[src/rtl/alarm_pkg.sv]
// ============================================================================
// Module      : alarm_pkg
// Description : Shared widths, state encoding and helpers for alarm_trigger.
// Revision    : 1.0 - initial release
// ============================================================================
`default_nettype none

package alarm_pkg;

    localparam int HOUR_W = 5;
    localparam int MIN_W  = 6;
    localparam int SEC_W  = 6;

    localparam logic [1:0] ST_IDLE   = 2'd0;
    localparam logic [1:0] ST_RING   = 2'd1;
    localparam logic [1:0] ST_SNOOZE = 2'd2;

    function automatic int max_int(input int a, input int b);
        return (a > b) ? a : b;
    endfunction

endpackage

`default_nettype wire

[src/rtl/alarm_sec_timer.sv]
// ============================================================================
// Module      : alarm_sec_timer
// Description : Clearable 1 Hz tick counter; o_expired flags the tick that
//               brings the count up to i_limit.
// Revision    : 1.0 - initial release
// ============================================================================
`default_nettype none

module alarm_sec_timer #(
    parameter int CNT_W = 9
) (
    input  logic             clk,
    input  logic             rst_n,
    input  logic             i_clr,
    input  logic             i_tick,
    input  logic [CNT_W-1:0] i_limit,
    output logic             o_expired
);

    logic [CNT_W-1:0] r_cnt;
    logic [CNT_W:0]   w_cnt_inc;

    assign w_cnt_inc = {1'b0, r_cnt} + {{CNT_W{1'b0}}, 1'b1};

    // Must not depend on i_clr: the owner derives i_clr from this flag.
    assign o_expired = i_tick & (w_cnt_inc == {1'b0, i_limit});

    always_ff @(posedge clk or negedge rst_n) begin
        if (!rst_n) begin
            r_cnt <= '0;
        end else if (i_clr) begin
            r_cnt <= '0;
        end else if (i_tick) begin
            r_cnt <= w_cnt_inc[CNT_W-1:0];
        end
    end

endmodule

`default_nettype wire

[src/rtl/alarm_trigger.sv]
// ============================================================================
// Module      : alarm_trigger
// Description : Alarm match, ring/snooze/stop FSM and ring timeout; drives
//               o_play_music. Optional macro ALARM_SNOOZE_LIMIT_EN caps
//               snoozes per event at MAX_SNOOZE.
// Revision    : 1.0 - initial release
// ============================================================================
`default_nettype none

module alarm_trigger
    import alarm_pkg::*;
#(
    parameter int RING_TIMEOUT_S = 300,
    parameter int SNOOZE_S       = 540,
    parameter int MAX_SNOOZE     = 3
) (
    input  logic              clk,
    input  logic              rst_n,
    input  logic              i_tick_1hz,
    input  logic [HOUR_W-1:0] i_cur_hour,
    input  logic [MIN_W-1:0]  i_cur_min,
    input  logic [SEC_W-1:0]  i_cur_sec,
    input  logic [HOUR_W-1:0] i_alarm_hour,
    input  logic [MIN_W-1:0]  i_alarm_min,
    input  logic              i_alarm_en,
    input  logic              i_snooze_btn,
    input  logic              i_stop_btn,
    output logic              o_play_music,
    output logic              o_snoozing,
    output logic [1:0]        o_snooze_cnt
);

    localparam int               c_CNT_W    = $clog2(max_int(RING_TIMEOUT_S, SNOOZE_S) + 1);
    localparam logic [c_CNT_W-1:0] c_RING_LIM = c_CNT_W'(RING_TIMEOUT_S);
    localparam logic [c_CNT_W-1:0] c_SNZ_LIM  = c_CNT_W'(SNOOZE_S);

    logic [1:0]         r_state;
    logic [1:0]         w_next;
    logic               r_play;
    logic               r_snoozing;
    logic [1:0]         r_snooze_cnt;
    logic               w_play_d;
    logic               w_snoozing_d;
    logic [1:0]         w_snooze_cnt_d;
    logic               w_match;
    logic               w_snooze_ok;
    logic               w_expired;
    logic               w_clr;
    logic [c_CNT_W-1:0] w_limit;

    assign w_match = i_tick_1hz & i_alarm_en
                   & (i_cur_hour == i_alarm_hour)
                   & (i_cur_min  == i_alarm_min)
                   & (i_cur_sec  == '0);

`ifdef ALARM_SNOOZE_LIMIT_EN
    assign w_snooze_ok = (32'(r_snooze_cnt) != MAX_SNOOZE);
`else
    assign w_snooze_ok = 1'b1;
`endif

    // Counter restarts on every state change so each period starts from zero.
    assign w_clr   = (r_state == ST_IDLE) | (w_next != r_state);
    assign w_limit = (r_state == ST_SNOOZE) ? c_SNZ_LIM : c_RING_LIM;

    alarm_sec_timer #(
        .CNT_W (c_CNT_W)
    ) u_sec_timer (
        .clk       (clk),
        .rst_n     (rst_n),
        .i_clr     (w_clr),
        .i_tick    (i_tick_1hz),
        .i_limit   (w_limit),
        .o_expired (w_expired)
    );

    always_ff @(posedge clk or negedge rst_n) begin
        if (!rst_n) begin
            r_state      <= ST_IDLE;
            r_play       <= 1'b0;
            r_snoozing   <= 1'b0;
            r_snooze_cnt <= 2'd0;
        end else begin
            r_state      <= w_next;
            r_play       <= w_play_d;
            r_snoozing   <= w_snoozing_d;
            r_snooze_cnt <= w_snooze_cnt_d;
        end
    end

    always_comb begin
        w_next = r_state;
        case (r_state)
            ST_IDLE: begin
                if (w_match) w_next = ST_RING;
            end
            ST_RING: begin
                if (!i_alarm_en)                      w_next = ST_IDLE;
                else if (i_stop_btn)                  w_next = ST_IDLE;
                else if (i_snooze_btn && w_snooze_ok) w_next = ST_SNOOZE;
                else if (w_expired)                   w_next = ST_IDLE;
            end
            ST_SNOOZE: begin
                if (!i_alarm_en)     w_next = ST_IDLE;
                else if (i_stop_btn) w_next = ST_IDLE;
                else if (w_expired)  w_next = ST_RING;
            end
            default: w_next = ST_IDLE;
        endcase
    end

    always_comb begin
        w_play_d       = (w_next == ST_RING);
        w_snoozing_d   = (w_next == ST_SNOOZE);
        w_snooze_cnt_d = r_snooze_cnt;
        if (w_next == ST_IDLE || r_state == ST_IDLE) begin
            w_snooze_cnt_d = 2'd0;
        end else if (r_state == ST_RING && w_next == ST_SNOOZE) begin
            w_snooze_cnt_d = (r_snooze_cnt == 2'd3) ? 2'd3 : r_snooze_cnt + 2'd1;
        end
    end

    assign o_play_music = r_play;
    assign o_snoozing   = r_snoozing;
    assign o_snooze_cnt = r_snooze_cnt;

endmodule

`default_nettype wire

[config.mk]
export PLATFORM = sky130hd
export DESIGN_NAME = alarm_trigger
export DESIGN_NICKNAME = d
export VERILOG_FILES = /design/src/rtl/alarm_pkg.sv /design/src/rtl/alarm_sec_timer.sv /design/src/rtl/alarm_trigger.sv
export SDC_FILE = /design/constraint.sdc
export NUM_CORES = 1
export LEC_CHECK = 0
export BUFFER_PORTS_ARGS = -buffer_cell sky130_fd_sc_hd__buf_4
export CORE_MARGIN = 8
export CORE_UTILIZATION = 45
export DETAILED_ROUTE_END_ITERATION = 7
export HOLD_SLACK_MARGIN = 0.03
export PLACE_DENSITY = 0.74
export SYNTH_ARGS = -nofsm -noshare
export SYNTH_HDL_FRONTEND = slang
export SYNTH_SLANG_ARGS = --single-unit
[constraint.sdc]
create_clock -name clk -period 2.3 [get_ports clk]
set_input_delay 0.115 -clock clk [delete_from_list [all_inputs] [get_ports clk]]
set_output_delay 0.115 -clock clk [all_outputs]
set_load 0.05 [all_outputs]
==> results of run 1 <==
## cells in the final DEF, fill, tap and decap left out, drive strengths merged, types with 4 or more instances in the layout
master  instances
nand4           5
dfrtp          16
nor4            5
nand3           4
inv             4
clkbuf          4
buf            43
nand2          11
nor2           15
xnor2           8
xor2           14
a21oi           5
o21ai           4
## state kept, by name, indices dropped and copies added, names as in the netlist
signal	flops
o_snooze_cnt	2
o_snoozing	1
o_play_music	1
u_sec_timer.r_cnt	10
r_state	2
## synthesized netlist by cell type (all sizes together), types with 3 or more instances
cell type / count / share of area, %
dfrtp: 16 / 34
nor2: 15 / 4.7
xor2: 14 / 10
nand2: 11 / 3.5
xnor2: 8 / 5.9
a21oi: 5 / 2.1
buf: 5 / 3.0
nand4: 5 / 3.9
nor4: 5 / 2.6
inv: 4 / 1.3
nand3: 4 / 1.7
o21ai: 4 / 1.7
and3: 3 / 1.6
nand3b: 3 / 1.9
nor3: 3 / 1.7
o31ai: 3 / 1.9
## metrics by stage
stage          instance area [um2]  util [%]  hold WS, ns  power [uW]
2_1_floorplan                 1190         -       -0.181         308
3_3_place_gp                  1510      60.5      -0.0187         360
3_5_place_dp                  1510      60.5      -0.0118         363
4_1_cts                       1560      62.5       0.0546         549
5_1_grt                       1570      62.7       0.0636         568
6_report                      1570      62.7       0.0680         544
## per-layer routing
| layer | global-route usage (%) | up-vias | part of all wire [%] |
|---|---|---|---|
| met1 | 17.3 | 551 | 41 |
| met3 | 2.48 | 2 | 3.6 |
| met2 | 27.3 | 29 | 55 |
| met4 | 3.13 | 0 | 0.42 |
| met5 | 0 | - | 0 |
| li1 | - | 557 | - |
## power by group through the flow
stage          clock, uW  sequential, uW  combinational (uW)
3_5_place_dp           0             287                76.8
5_1_grt              203             281                84.0
2_1_floorplan          0             287                20.9
4_1_cts              189             281                78.3
6_report             186             281                77.2
3_3_place_gp           0             287                73.6
## cells by family after synthesis
family                   after synthesis  synth area share (%)
multiplexers                           1                 0.839
XOR/XNOR                              22                  16.2
AND/OR/NAND/NOR                       62                  29.9
adder cells (fa/ha/maj)                2                  2.10
flip-flops                            16                  33.6
buffers and inverters                 10                  4.62
AO/OA/AOI/OAI                         20                  12.8
## final timing paths
check	from	to	slack, ns	depth (start not counted)
worst max-delay path	u_sec_timer.r_cnt[0]	o_play_music	0.12	7
worst min-delay path	i_snooze_btn	r_state[0]	0.07	2
worst max register to register	u_sec_timer.r_cnt[0]	o_play_music	0.12	7
worst min register to register	u_sec_timer.r_cnt[9]	u_sec_timer.r_cnt[9]	0.60	2
max in group asynchronous	rst_n	u_sec_timer.r_cnt[2]	1.90	2
min in group asynchronous	rst_n	u_sec_timer.r_cnt[7]	0.22	2
## worst reg2reg max path, cell delays in order, from the launching register on
cell,delay [ns]
dfrtp_1,0.39
ha_1,0.21
and2_4,0.14
o31ai_2,0.21
a32oi_1,0.09
or4_4,0.60
o41a_1,0.35
o31ai_1,0.09
## repair_timing
action	in CTS	in global routing
hold buffers	1	0
resized for setup	1	1
endpoints found under the setup margin	1	11
pin swaps	0	1
endpoints found under the hold margin	16	0
## cell type report
class | instances | area [um2] | area share (%)
Multi-Input combinational cell | 107 | 746 | 47.6
Tap cell | 30 | 37.5 | 2.39
Inverter | 4 | 15.0 | 0.958
Clock buffer | 4 | 36.3 | 2.31
Timing Repair Buffer | 44 | 333 | 21.2
Sequential cell | 16 | 400 | 25.5
==> out/qor.yml, run 1 <==
async_reset_ff_share_pct: 100
min_path_type: "in2reg"
critPathBufInv: 0
via_count: 1139
rsz0062_at_grt: "no"
ys_seq_area_share_pct: 33.6
cts_sinks: 16
crit_type: "reg2reg"
cp-end-kind: "register"
dp_hpwl_um: 2560
wirelength_um: 3110
die_h_um: 67.5
intPower_uw: 426
hold_viol: 0
firstDrtPassIters: 4
post_cts_buffers: 0
synth_edf_count: 0
syn_area_mm2: 0.00119
crit_slowest_cell: "or4_4"
first_global_vias: 1185
cts_tree: "done"
fin_cells: 205
required_ns: 2.48
fp.dieW_um: 67.5
seq_power_share_pct: 51.6
setup_viol: 0
ys_types: 40
insertion_delay_ns: 0.28
switching_power_uw: 118
n_fill_cell: 231
overflow: 0
fin_crit_sh_pct: 94.6
avgViaCountPerCell: 5.56
area_growth_pct: 31.5
antenna_found_initial: 0
crit_chain: "ha_1 > and2_4 > o31ai_2 > a32oi_1 > or4_4 > o41a_1 > o31ai_1"
rows: 18
cp_max_fo: 6
cap_viol_max_count: 0
drt_iter0_drc: 61
die_area_mm2: 0.00455
relSlewSlack_pct: 64.1
slowest_delay_ns: 0.60
final_antenna_net_count: 0
dp_cells: 200
slew_viol_final: 0
finalWorstSetupSlack_ns: 0.125
cp_data_arrival_time_ns: 2.36
cp_top_family: "simple AND/OR/NAND/NOR gates"
grt_usage_pct: 14.8
cellLeakagePower_uw: 0.000704
max_freq_mhz: 460
syn-num-nets: 169
io_pins: 38
fin_skew_ns: 0.000812
cts_buffer_depth: 2
grt_pass1_wl_um: 5290
p_per_area_mw_per_mm2: 347
setup_tns_ns: 0
p_comb_share_pct: 14.2
p_sw_share_pct: 21.7
initial_core_util_pct: 47.7
status: "finished, final reports clean"
ys_warn_count: 0
syn_inst: 133
clkPwrFrac_pct: 34.2
numCtsBuffers: 3
drive_gt1_share_pct: 31.4
root_buffer: "clkbuf_4"
fin_nets: 212
place_congestion: 0.902
worst_pin_slew_ns: 0.537
cts.htree.levels: 1
ys_ff_latch: 16
dp_slack_ns: 0.0103
crit_path_start_kind: "register"
fp.coreArea_mm2: 0.00250
clk_pin_slew_worst_paths_ns: 0.10
avgSynthCellArea_um2: 8.97
grt_max_degree: 17
ir_drop_v: 0.000351
io_buffer_count: 37
wl_per_cell_um: 15.2
min_period_ns: 2.18
ys.flop_type: "dfrtp_1"
drc_errors: 0
num_antenna_cells: 0
Power figures use the tool's default switching activity.
==> run 2, diff against run 1 <==
Settings changed: CTS_BUF_LIST from default to sky130_fd_sc_hd__clkbuf_8.
==> run 2 against run 1 <==
Net effect: worst setup slack worse by 0.020 ns; wire length up 4.6%; sequential share of layout area down 0.44 points; sequential power about the same; die area unchanged; global-route usage up 0.64 points; fmax down 0.90%; hold slack better by 0.038 ns; utilization up 1.1 points; flip-flop and latch count unchanged; combinational power up 1%; clock power up 33%; largest cell class unchanged; highest routed layer unchanged.
==> out/qor.yml, run 2 (synthesis results as in run 1) <==
status: "finished, final reports clean"
min_period_ns: 2.20
cts.htree.levels: 1
fin_nets: 212
first_global_vias: 1196
setup_viol: 0
intPower_uw: 482
max_freq_mhz: 456
required_ns: 2.43
fin_skew_ns: 0.00219
final_common_cell: "buf_4"
crit_chain: "ha_1 > and2_4 > o31ai_4 > a32oi_1 > or4_4 > o221ai_4 > nor2_1"
num_antenna_cells: 0
cp_top_family: "simple AND/OR/NAND/NOR gates"
cts_sinks: 16
avgViaCountPerCell: 5.57
p_comb_share_pct: 12.8
via_count: 1141
wirelength_um: 3250
cts_tree: "done"
cp_data_arrival_time_ns: 2.32
p_sw_share_pct: 20.7
slew_viol_final: 0
antenna_found_initial: 0
largest-register: "u_sec_timer.r_cnt"
fp.coreArea_mm2: 0.00250
drive_gt1_share_pct: 31.4
overflow: 0
drt_iter0_drc: 57
p_per_area_mw_per_mm2: 381
dpl-instance-area_mm2: 0.00151
grt_usage_pct: 15.4
clk_pin_slew_worst_paths_ns: 0.06
cts_buffer_depth: 2
crit_slowest_cell: "or4_4"
cap_viol_max_count: 0
slowest_delay_ns: 0.61
initial_core_util_pct: 47.7
cp_max_fo: 8
firstDrtPassIters: 4
insertion_delay_ns: 0.25
area_growth_pct: 33.8
post_cts_buffers: 0
setup_tns_ns: 0
crit_path_start_kind: "register"
critPathBufInv: 0
io_buffer_count: 37
ir_drop_v: 0.000450
cellLeakagePower_uw: 0.000713
dp_cells: 200
grt_pass1_wl_um: 5460
fin_cells: 205
grt_max_degree: 17
hold_ws_ns: 0.106
relSlewSlack_pct: 65.7
root_buffer: "clkbuf_8"
io_pins: 38
fin_crit_sh_pct: 95.4
wl_per_cell_um: 15.9
finalInstanceArea_mm2: 0.00160
switching_power_uw: 125
place_congestion: 0.902
cp-end-kind: "register"
seq_power_share_pct: 46.3
dp_hpwl_um: 2560
final_antenna_net_count: 0
rsz0062_at_grt: "no"
crit_type: "reg2reg"
power_uw: 608
die_h_um: 67.5
min_path_type: "in2reg"
rows: 18
die_area_mm2: 0.00455
largest_reg_flops: 10
clkPwrFrac_pct: 40.9
mostFrequentLayoutCells: "buf_4, dfrtp_1, nor2_1"
hold_viol: 0
worst_pin_slew_ns: 0.513
drc_errors: 0
fp.dieW_um: 67.5
numCtsBuffers: 3
run 2: layout make-up:
type / count / area, um2
tap: 30 / 37.5
timing repair buffer: 44 / 333
inverter: 4 / 15.0
sequential: 16 / 400
fill: 220 / 905
clock buffer: 4 / 55.1
multi-input combinational: 107 / 754
run 2: timing repair:
action / CTS / global route
resized for setup: 1 / 2
hold buffers: 1 / 0
endpoints found under the setup margin: 1 / 11
pin swaps: 0 / 5
hold endpoints to repair: 16 / 0
run 2: metrics by stage:
step | utilization (%) | worst slack (ns)
after floorplan | - | 0.0366
after global placement | 60.5 | 0.0801
after detailed placement | 60.5 | 0.0103
after CTS | 63.3 | 0.100
after global routing | 63.8 | 0.00226
final | 63.8 | 0.105
run 2: power groups by stage:
stage               Sequential, uW  Clock (uW)  Combinational, uW
floorplan                      287           0               20.9
detailed placement             287           0               76.8
global route                   281         267               84.5
CTS                            281         253               78.3
global placement               287           0               73.6
finish                         281         248               78.0
run 2: worst paths after layout:
kind | startpoint | end | slack [ns] | cells past startpoint
min in group asynchronous | rst_n | u_sec_timer.r_cnt[7] | 0.27 | 2
max in group asynchronous | rst_n | u_sec_timer.r_cnt[0] | 1.84 | 2
max | u_sec_timer.r_cnt[0] | u_sec_timer.r_cnt[3] | 0.10 | 7
min | i_snooze_btn | o_play_music | 0.11 | 2
min reg2reg | u_sec_timer.r_cnt[9] | u_sec_timer.r_cnt[9] | 0.58 | 2
max reg2reg | u_sec_timer.r_cnt[0] | u_sec_timer.r_cnt[3] | 0.10 | 7
run 2: layer usage:
metal | track usage [%] | vias up | wire (um)
met3 | 2.48 | 2 | 90
met1 | 18.1 | 565 | 1370
li1 | - | 551 | -
met2 | 28.6 | 23 | 1790
met5 | 0 | - | 0
met4 | 3.13 | 0 | 8
